$ cat src/rtl/store_buffer.sv
// In-order store buffer with youngest-match load forwarding; stores are visible on the bus one cycle after acceptance.
// Head entry waits while bus_write_ready is low; a store arriving while full with no same-cycle drain is dropped and flagged.
module store_buffer #(
    parameter int XLEN  = 32,
    parameter int DEPTH = 4
) (
    input  logic            clk,
    input  logic            n_rst,
    input  logic            memory_write_enable,
    input  logic [XLEN-1:0] memory_address,
    input  logic [XLEN-1:0] memory_write_data,
    output logic [XLEN-1:0] memory_read_data,
    output logic            bus_write_valid,
    input  logic            bus_write_ready,
    output logic [XLEN-1:0] bus_write_address,
    output logic [XLEN-1:0] bus_write_data,
    output logic [XLEN-1:0] bus_read_address,
    input  logic [XLEN-1:0] bus_read_data,
    output logic            buffer_full,
    output logic            buffer_empty,
    output logic            overflow
);

    localparam int PW = $clog2(DEPTH);

    typedef struct packed {
        logic [XLEN-1:0] addr;
        logic [XLEN-1:0] data;
    } entry_t;

    entry_t          mem [DEPTH];
    logic [PW-1:0]   head;
    logic [PW-1:0]   tail;
    logic [PW:0]     count;
    logic            overflow_q;
    logic            enq;
    logic            deq;
    logic            fwd_hit;
    logic [XLEN-1:0] fwd_data;
    logic [PW-1:0]   idx;

    assign buffer_empty      = (count == '0);
    assign buffer_full       = (count == (PW+1)'(DEPTH));
    assign bus_write_valid   = !buffer_empty;
    assign bus_write_address = buffer_empty ? '0 : mem[head].addr;
    assign bus_write_data    = buffer_empty ? '0 : mem[head].data;
    assign bus_read_address  = memory_address;
    assign overflow          = overflow_q;

    assign deq = bus_write_valid && bus_write_ready;
    assign enq = memory_write_enable && (!buffer_full || deq);

    // Walk oldest to youngest so the last match wins; the incoming store is not yet in mem.
    always_comb begin
        fwd_hit  = 1'b0;
        fwd_data = '0;
        idx      = '0;
        for (int i = 0; i < DEPTH; i++) begin
            idx = head + PW'(i);
            if (((PW+1)'(i) < count) && (mem[idx].addr == memory_address)) begin
                fwd_hit  = 1'b1;
                fwd_data = mem[idx].data;
            end
        end
    end

    assign memory_read_data = fwd_hit ? fwd_data : bus_read_data;

    always_ff @(posedge clk) begin
        if (!n_rst) begin
            head       <= '0;
            tail       <= '0;
            count      <= '0;
            overflow_q <= 1'b0;
        end else begin
            if (enq) tail <= tail + PW'(1);
            if (deq) head <= head + PW'(1);
            case ({enq, deq})
                2'b10:   count <= count + (PW+1)'(1);
                2'b01:   count <= count - (PW+1)'(1);
                default: count <= count;
            endcase
            if (memory_write_enable && !enq) overflow_q <= 1'b1;
        end
    end

    always_ff @(posedge clk) begin
        if (n_rst && enq) begin
            mem[tail] <= '{addr: memory_address, data: memory_write_data};
        end
    end

endmodule
$ cat config.mk
export PLATFORM = sky130hd
export DESIGN_NAME = store_buffer
export DESIGN_NICKNAME = d
export VERILOG_FILES = /design/src/rtl/store_buffer.sv
export SDC_FILE = /design/constraint.sdc
export NUM_CORES = 1
export LEC_CHECK = 0
export CORE_AREA = 2 2 253 255
export CTS_CLUSTER_DIAMETER = 80
export DETAILED_ROUTE_END_ITERATION = 10
export DIE_AREA = 0 0 255 257
export PLACE_DENSITY = 0.59
export SYNTH_ARGS = -nofsm -noshare
export SYNTH_HDL_FRONTEND = slang
export SYNTH_SLANG_ARGS = --single-unit
$ cat constraint.sdc
create_clock -name clk -period 6.8 [get_ports clk]
set_input_delay 1.7 -clock clk [delete_from_list [all_inputs] [get_ports clk]]
set_output_delay 1.7 -clock clk [all_outputs]
set_load 0.03 [all_outputs]
==> results of run 1 <==
## power groups by stage
stage               combinational (mW)  sequential, mW  clock [mW]
finish                            3.66            2.05        1.65
floorplan                         2.61            1.95           0
CTS                               3.69            2.05        1.68
global route                      3.89            2.06        1.75
detailed placement                3.67            2.08           0
global placement                  3.65            2.07           0
## through the flow
stage / total power [mW] / worst slack, ps / area [µm²]
floorplan: 4.57 / 1170 / 18700
global placement: 5.72 / 241 / 21600
detailed placement: 5.75 / 238 / 21600
CTS: 7.42 / 220 / 22600
global route: 7.71 / 47.1 / 22600
finish: 7.35 / 195 / 22600
## cells in the mapped netlist (24+ instances only)
cell | n | share of area
mux2_2 | 41 | 0.025
and2_1 | 63 | 0.021
nand4_1 | 51 | 0.017
mux2i_1 | 107 | 0.057
buf_4 | 46 | 0.019
edfxtp_1 | 256 | 0.41
nor2_1 | 69 | 0.014
o21ai_0 | 47 | 0.013
xnor2_1 | 86 | 0.040
clkbuf_1 | 49 | 0.0099
buf_6 | 27 | 0.016
nand2_1 | 92 | 0.019
xor2_1 | 24 | 0.011
a21oi_1 | 45 | 0.012
a211o_1 | 65 | 0.031
mux4_2 | 134 | 0.16
a22o_1 | 35 | 0.016
## cell type report
cell class | instances | share of cell area
antenna | 1 | 0.000111
clock buffer | 41 | 0.0398
clock inverter | 19 | 0.00443
inverter | 19 | 0.00316
multi-input combinational | 992 | 0.427
sequential | 266 | 0.350
tap | 846 | 0.0469
timing repair buffer | 300 | 0.128
## worst max-delay path, cell delays in order
cell and delay, ps:
clkdlybuf4s50_1 550, buf_4 260, o22a_1 210, a21oi_1 70, nor4_1 450, nand4_1 210, nor4_4 450, buf_12 240
buf_12 240, nand2_1 110, a22o_1 200, buf_4 170
## worst paths after layout
| path | slack [ps] | cells past startpoint | from | endpoint |
|---|---|---|---|---|
| hold reg to reg | 490 | 2 | overflow | overflow |
| setup / recovery | 190 | 12 | memory_address[28] | memory_read_data[4] |
| setup reg to reg | 4210 | 6 | count[1] | mem[2][37] |
| hold / removal | 490 | 2 | overflow | overflow |
## registers in the layout, summed over array words and instances, names as in the netlist, named ones only
| register | cells |
|---|---|
| tail | 2 |
| head | 2 |
| count | 3 |
| overflow | 1 |
| mem | 256 |
## routing by layer
| layer | global-route usage | vias up | routed length [µm] |
|---|---|---|---|
| li1 | - | 6000 | - |
| met2 | 0.288 | 583 | 27700 |
| met1 | 0.233 | 6908 | 24800 |
| met3 | 0.0409 | 99 | 4630 |
| met5 | 0 | - | 78 |
| met4 | 0.0528 | 12 | 1600 |
## cell families after synthesis
group / after synthesis / share of synthesized area
compound gates: 239 / 0.0935
xor+xnor: 110 / 0.0516
fa+ha+maj: 8 / 0.00536
buf+inv: 187 / 0.0637
flops: 266 / 0.423
mux: 303 / 0.271
simple gates: 332 / 0.0923
==> flow_metrics.py, run 1 <==
metrics = {
    "synth": {
        "syn_nets": 1553,
        "synthArstFlopShare": 0,
        "synth-edff-count": 256,
        "syn-cell-area_um2": 18700,
        "synth_cell_types": 66,
        "syn_avg_cell_area_um2": 12.9,
        "yosys_warnings": 0,
        "syn_inst": 1445,
        "synth_ff_type": "edfxtp_1",
        "ys_ff_latch": 266,
        "yosysSeqAreaShare": 0.423,
    },
    "pwr": {
        "peakVddDrop_v": 0.000239,
        "power_per_cell_area_nw_per_um2": 326,
        "p_leak_nw": 7.28,
        "internal_power_mw": 4.45,
        "switchingPower_mw": 2.90,
        "sw_frac_of_total": 0.395,
        "pwr-share-seq": 0.278,
        "clock_power_share": 0.224,
        "p_comb_frac": 0.498,
    },
    "clocking": {
        "hold_buffers": 0,
        "clk_pin_slew_ps": 60,
        "postCtsSetupBuffers": 0,
        "cts-buffers-inserted": 35,
        "cts-resized-gates": 0,
        "tritoncts": "built",
        "worstSkewPairLatency_ps": 550,
        "htree_levels": 2,
        "cts_sinks": 266,
        "cts_buffer_depth": 3,
        "clock_tree.root_cell": "clkbuf_16",
    },
    "cells_and_area": {
        "final_common_cell": "edfxtp_1",
        "fillers": 6042,
        "seq_area_um2": 7900,
        "fin_cells": 2484,
        "nNetsFinal": 1722,
        "final_cell_mix": "256 x edfxtp_1, 199 x clkdlybuf4s50_1, 134 x mux4_2, 107 x mux2i_1, 92 x nand2_1",
        "final_core_util": 0.360,
        "multi_input_area_um2": 9640,
        "area_growth_pct": 21.0,
        "drive_above_1_share": 0.211,
    },
    "routing": {
        "drtIter0Drc": 1174,
        "antenna_left": 0,
        "drtPass1Iterations": 7,
        "wire_per_inst_um": 23.7,
        "drc": 0,
        "routed_wl_um": 58800,
        "viasPerCell": 5.48,
        "vias": 13600,
    },
    "worst_setup_path": {
        "endpoint_kind": "primary output",
        "path_max_fanout": 43,
        "cp.required_ps": 5100,
        "crit_type": "primary input to primary output",
        "crit_path_start_kind": "primary input",
        "critPathArrivalTime_ps": 4910,
    },
    "timing": {
        "fin_hold_ws_ps": 493,
        "finalHoldViolCount": 0,
        "clock_skew_ps": 37.9,
        "fin_crit_sh": 0.971,
        "finalMaxSlewViolations": 0,
        "final-setup-viol-count": 0,
        "clock.fmax_ghz": 0.151,
        "slew_headroom": 0.308,
        "rsz0062_at_grt": "false",
        "final.min_clock_period_ps": 6610,
        "tns_ps": 0,
        "worst_pin_slew_ps": 1040,
    },
    "grt": {
        "track_usage": 0.177,
        "grt_remaining_overflow": 0,
        "grt_first_pass_wirelength_um": 87600,
        "grt_max_degree": 90,
        "antenna_found_initial": 7,
        "grt_pass1_vias": 13700,
    },
    "die": {
        "die_h_um": 257,
        "core_um2": 62700,
        "die_w_um": 255,
        "rows": 92,
        "start_util": 0.298,
        "ios": 232,
        "die_area_um2": 65500,
    },
    "placed_design": {
        "place_inst": 2423,
        "portBuffers": 231,
        "dp_hpwl_um": 40200,
        "gp_congestion": 0.903,
    },
    "run": {
        "max_cap_viol_count": 0,
    },
    "hold_path": {
        "hp-class": "flip-flop to flip-flop",
    },
    "status": {
        "outcome": "finished, final reports clean",
    },
}
(Power assumes the default switching activity.)
==> inputs of run 2 (changes only) <==
==> config.mk (replaced) <==
export PLATFORM = sky130hd
export DESIGN_NAME = store_buffer
export DESIGN_NICKNAME = d
export VERILOG_FILES = /design/src/rtl/store_buffer.sv
export SDC_FILE = /design/constraint.sdc
export NUM_CORES = 1
export LEC_CHECK = 0
export CORE_AREA = 2 2 195 197
export CTS_CLUSTER_DIAMETER = 80
export DETAILED_ROUTE_END_ITERATION = 10
export DIE_AREA = 0 0 197 199
export PLACE_DENSITY = 0.84
export SKIP_CTS_REPAIR_TIMING = 1
export SYNTH_ARGS = -nofsm -noshare
export SYNTH_HDL_FRONTEND = slang
export SYNTH_SLANG_ARGS = --single-unit
==> run 2 against run 1 <==
  * Sequential share of layout area increased by 1.0 points
  * Sequential power hardly changed
  * Clock skew fell by 22 ps
  * Power shrank 1.5%
  * First-iteration DRC count grew 41%
  * Count of clock-buffer cells in the layout decreased by 9
  * Cell area fell by 2.9%
  * Core utilization up 23 points
  * Fmax decreased by 0.71%
  * Register-to-register slack got worse by 430 ps
  * Via count is 0.69% higher
  * Critical endpoint is now memory_read_data[22]
==> flow_metrics.py, run 2 (synthesis gave the netlist of run 1 again) <==
metrics = {
    "die": {
        "core_um2": 37100,
        "rows": 71,
        "die_area_um2": 39200,
        "start_util": 0.503,
        "die_h_um": 199,
        "ios": 232,
        "die_w_um": 197,
    },
    "routing": {
        "drtPass1Iterations": 8,
        "viasPerCell": 6.58,
        "antenna_left": 0,
        "routed_wl_um": 52500,
        "drc": 0,
        "drtIter0Drc": 1655,
        "wire_per_inst_um": 25.2,
        "vias": 13700,
    },
    "cells_and_area": {
        "largest-register": "mem",
        "final_common_cell": "edfxtp_1",
        "area_growth_pct": 17.5,
        "biggestRegsByFlops": "mem x256, count x3",
        "antenna_cells": 0,
        "drive_above_1_share": 0.202,
        "final_area_um2": 21900,
        "largest_reg_flops": 256,
        "nNetsFinal": 1695,
        "final_cell_mix": "256 x edfxtp_1, 199 x clkdlybuf4s50_1, 134 x mux4_2, 107 x mux2i_1, 92 x nand2_1",
    },
    "run": {
        "max_cap_viol_count": 0,
    },
    "worst_setup_path": {
        "cp.required_ps": 5100,
        "path_max_fanout": 32,
        "crit_type": "primary input to primary output",
        "critical_path.slowest_cell": "clkdlybuf4s50_1",
        "critPathArrivalTime_ps": 4950,
        "endpoint_kind": "primary output",
        "crit_path_start_kind": "primary input",
        "path_cells": "clkdlybuf4s50_1, inv_1, a222oi_1, a31oi_1, or2_1, nor4_4, buf_12, nand4_1, a21oi_1, a211o_1, a22o_1, buf_4",
        "cp_top_family": "buffers and inverters",
        "critPathMaxStageDelay_ps": 700,
        "cp_num_buf_inv": 4,
    },
    "hold_path": {
        "hp-class": "flip-flop to flip-flop",
    },
    "clocking": {
        "clock_tree.root_cell": "clkbuf_16",
        "cts_buffer_depth": 3,
        "cts-buffers-inserted": 29,
        "cts_sinks": 266,
        "htree_levels": 1,
        "clk_pin_slew_ps": 60,
        "tritoncts": "built",
        "worstSkewPairLatency_ps": 570,
    },
    "placed_design": {
        "place_ws_ps": 283,
        "dp_hpwl_um": 35200,
        "place_area_um2": 21000,
        "gp_congestion": 0.991,
        "portBuffers": 231,
    },
    "timing": {
        "finalMaxSlewViolations": 0,
        "clock_skew_ps": 16.4,
        "final.min_clock_period_ps": 6650,
        "fin_crit_sh": 0.978,
        "worst_pin_slew_ps": 1070,
        "rsz0062_at_grt": "false",
        "tns_ps": 0,
        "slew_headroom": 0.286,
        "finalHoldViolCount": 0,
        "fin_ws_ps": 148,
        "clock.fmax_ghz": 0.150,
        "final-setup-viol-count": 0,
    },
    "grt": {
        "track_usage": 0.262,
        "grtUsageMet1": 0.345,
        "grt_pass1_vias": 13100,
        "top_usage_layer": "met2",
        "grt_remaining_overflow": 0,
        "grt_first_pass_wirelength_um": 78500,
        "grt_max_degree": 80,
        "antenna_found_initial": 1,
        "grt_use_met3": 0.0420,
        "grt_use_met2": 0.452,
    },
    "pwr": {
        "peakVddDrop_v": 0.000246,
        "power_per_cell_area_nw_per_um2": 330,
        "p_leak_nw": 7.16,
    },
    "status": {
        "outcome": "finished, final reports clean",
    },
}
## run 2: cell count changes in the layout (fill, tap and decap cells not counted), sizes merged
cell | previous run | this run
clkbuf | 41 | 32
buf | 101 | 80
inv | 22 | 21
clkinv | 16 | 13
bufinv | 0 | 5
diode | 1 | 0
## run 2: cell type report
class,count,area [µm²]
clock inverters,20,234
flip-flops and latches,266,7900
fillers,2874,15200
multi-input cells,992,9640
well taps,474,593
inverters,19,71.3
clock buffers,32,737
repair buffers,279,2740
## run 2: final timing paths
path,endpoint,start,cells past startpoint,slack (ps)
setup / recovery,memory_read_data[22],memory_address[27],12,150
hold / removal,overflow,overflow,2,500
setup reg to reg,mem[0][24],count[1],6,3780
hold reg to reg,overflow,overflow,2,500
## run 2: per-layer routing
layer | share of wire | vias up
met5 | 0.00025 | -
met4 | 0.026 | 2
met3 | 0.099 | 109
met2 | 0.49 | 841
met1 | 0.38 | 6805
li1 | - | 5939
## run 2: worst min-delay path, cell delays in order, from the launching register on
cell     delay [ps]
dfxtp_1         330
a21oi_1          40
nor2b_1          90
## run 2: power breakdown
| part | leakage (nW) | internal [mW] | switching (mW) | total, mW |
|---|---|---|---|---|
| registers | 2.41 | 1.88 | 0.187 | 2.07 |
| logic | 4.26 | 1.61 | 1.94 | 3.55 |
| clock network | 0.487 | 0.968 | 0.656 | 1.62 |
## run 2: stage by stage
stage / utilization / cells / hold WS (ps) / total power [mW]
floorplan: - / 1445 / 535 / 4.57
global placement: 0.564 / 2030 / 481 / 5.56
detailed placement: 0.564 / 2030 / 492 / 5.62
CTS: 0.590 / 2082 / 511 / 7.25
global route: 0.590 / 2082 / 553 / 7.53
finish: 0.590 / 2082 / 502 / 7.24
==> inputs of run 3 (changes only) <==
==> config.mk (replaced) <==
export PLATFORM = sky130hd
export DESIGN_NAME = store_buffer
export DESIGN_NICKNAME = d
export VERILOG_FILES = /design/src/rtl/store_buffer.sv
export SDC_FILE = /design/constraint.sdc
export NUM_CORES = 1
export LEC_CHECK = 0
export CORE_AREA = 2 2 209 211
export CTS_CLUSTER_DIAMETER = 30
export DETAILED_ROUTE_END_ITERATION = 10
export DIE_AREA = 0 0 211 213
export PLACE_DENSITY = 0.76
export RECOVER_POWER = 100
export SKIP_CTS_REPAIR_TIMING = 1
export SYNTH_ARGS = -nofsm -noshare
export SYNTH_HDL_FRONTEND = slang
export SYNTH_SLANG_ARGS = --single-unit
==> run 3 against run 2 <==
  * The flow now finishes with violations (capacitance limit, slew limit)
  * Cell area rose by 4.6%
  * Worst setup slack lost 55 ps
  * Non-clock buffer count grew 6
  * Combinational power fell by 3%
  * Wire length rose by 2.4%
  * Critical path type unchanged
  * Critical endpoint is now memory_read_data[6]
==> flow_metrics.py, run 3 (synthesis gave the netlist of run 1 again) <==
metrics = {
    "status": {
        "outcome": "complete, but fails checks",
        "violations": "capacitance limit, slew limit",
    },
    "routing": {
        "drtPass1Iterations": 6,
        "vias": 14000,
        "wire_per_inst_um": 24.1,
        "drtIter0Drc": 1615,
        "viasPerCell": 6.29,
        "drc": 0,
        "routed_wl_um": 53800,
        "antenna_left": 0,
    },
    "die": {
        "die_area_um2": 44900,
        "ios": 232,
        "start_util": 0.437,
        "core_um2": 42700,
        "rows": 76,
        "die_w_um": 211,
        "die_h_um": 213,
    },
    "worst_setup_path": {
        "crit_type": "primary input to primary output",
        "r2r_end": "mem[3][19]",
        "endpoint_kind": "primary output",
        "critPathArrivalTime_ps": 5010,
        "path_max_fanout": 32,
        "crit_path_start_kind": "primary input",
        "crit_start": "memory_address[27]",
        "rr_worst_depth": 6,
        "r2r_slack_ps": 1790,
        "cp.required_ps": 5100,
        "r2r-start": "count[1]",
    },
    "grt": {
        "grt_remaining_overflow": 0,
        "antenna_found_initial": 7,
        "track_usage": 0.237,
        "grt_first_pass_wirelength_um": 81200,
        "grt_max_degree": 85,
        "grt_pass1_vias": 13800,
    },
    "timing": {
        "clock_skew_ps": 22.6,
        "worst_pin_slew_ps": 2530,
        "slew_headroom": -0.684,
        "fin_ws_ps": 93.0,
        "final.min_clock_period_ps": 6710,
        "rsz0062_at_grt": "false",
        "finalMaxSlewViolations": 230,
        "finalHoldViolCount": 0,
        "tns_ps": 0,
        "final-setup-viol-count": 0,
        "fin_crit_sh": 0.986,
        "clock.fmax_ghz": 0.149,
        "fin_hold_ws_ps": 490,
    },
    "cells_and_area": {
        "final_area_um2": 22900,
        "nNetsFinal": 1738,
        "final_core_util": 0.537,
        "area_growth_pct": 22.9,
        "fin_cells": 2231,
        "final_common_cell": "edfxtp_1",
        "biggestRegsByFlops": "mem x256, count x3",
        "largest_reg_flops": 256,
        "drive_above_1_share": 0.214,
        "largest-register": "mem",
        "final_cell_mix": "256 x edfxtp_1, 158 x dlygate4sd3_1, 134 x mux4_2, 107 x mux2i_1, 92 x nand2_1",
    },
    "hold_path": {
        "worstHoldStart": "overflow",
        "hp-class": "flip-flop to flip-flop",
        "min_to": "overflow",
        "hold_depth": 2,
    },
    "clocking": {
        "htree_levels": 3,
        "cts_sinks": 266,
        "worstSkewPairLatency_ps": 560,
        "clk_pin_slew_ps": 40,
        "cts-buffers-inserted": 66,
        "cts_buffer_depth": 3,
        "tritoncts": "built",
        "clock_tree.root_cell": "clkbuf_16",
    },
    "pwr": {
        "total_power_mw": 8.40,
        "peakVddDrop_v": 0.000270,
        "power_per_cell_area_nw_per_um2": 366,
        "p_leak_nw": 7.74,
    },
    "placed_design": {
        "place_area_um2": 21000,
        "dp_hpwl_um": 35400,
        "gp_congestion": 0.928,
        "place_inst": 2108,
        "portBuffers": 231,
        "place_ws_ps": 275,
    },
    "run": {
        "max_cap_viol_count": 7,
    },
}
run 3: cell types whose count changed in the layout (fill, tap and decap cells not counted), moves of 6 or more:
cell	before	now
clkbuf_1	3	31
dlygate4sd3_1	0	158
buf_4	68	36
clkinv_1	2	11
clkbuf_2	0	6
clkbuf_16	29	67
clkdlybuf4s50_1	199	40
clkinvlp_4	0	7
buf_2	0	11
clkinv_4	1	7
run 3: critical path, cell delays in order:
cell             delay, ps
clkdlybuf4s50_1        770
inv_1                  270
a222oi_1               390
a31oi_1                160
or2_1                  290
nor4_4                 300
buf_12                 260
nand4_1                110
a21oi_1                250
a211o_1                140
a22o_1                 120
clkbuf_2               200
run 3: area by class of cell:
class	count	area, µm²
inverter	19	71.3
fill	3500	19800
clock inverter	46	359
timing repair buffer	285	2590
antenna	4	10.0
clock buffer	73	1700
sequential	266	7900
multi-input combinational	992	9630
tap	546	683
run 3: per-layer routing:
layer / GRT usage / up-vias / share of wire / routed length, µm
li1: - / 6077 / - / -
met1: 0.311 / 7000 / 0.39 / 21200
met2: 0.377 / 814 / 0.47 / 25300
met3: 0.0527 / 126 / 0.10 / 5430
met4: 0.106 / 8 / 0.034 / 1810
met5: 0 / - / 0.0011 / 57
run 3: how the worst max path moves through the flow:
stage / endpoint / slack (ps) / cells past startpoint
after CTS: memory_read_data[28] / 230 / 12
after detailed placement: memory_read_data[4] / 270 / 12
after global routing: memory_read_data[6] / 20 / 11
final: memory_read_data[6] / 90 / 12
after floorplan: memory_read_data[10] / 1170 / 9
after global placement: memory_read_data[13] / 320 / 12
run 3: power breakdown:
| group | internal [mW] | switching [mW] | total (mW) |
|---|---|---|---|
| clock | 1.88 | 0.977 | 2.86 |
| combinational | 1.52 | 1.94 | 3.46 |
| sequential | 1.89 | 0.195 | 2.09 |
| total | 5.29 | 3.11 | 8.40 |
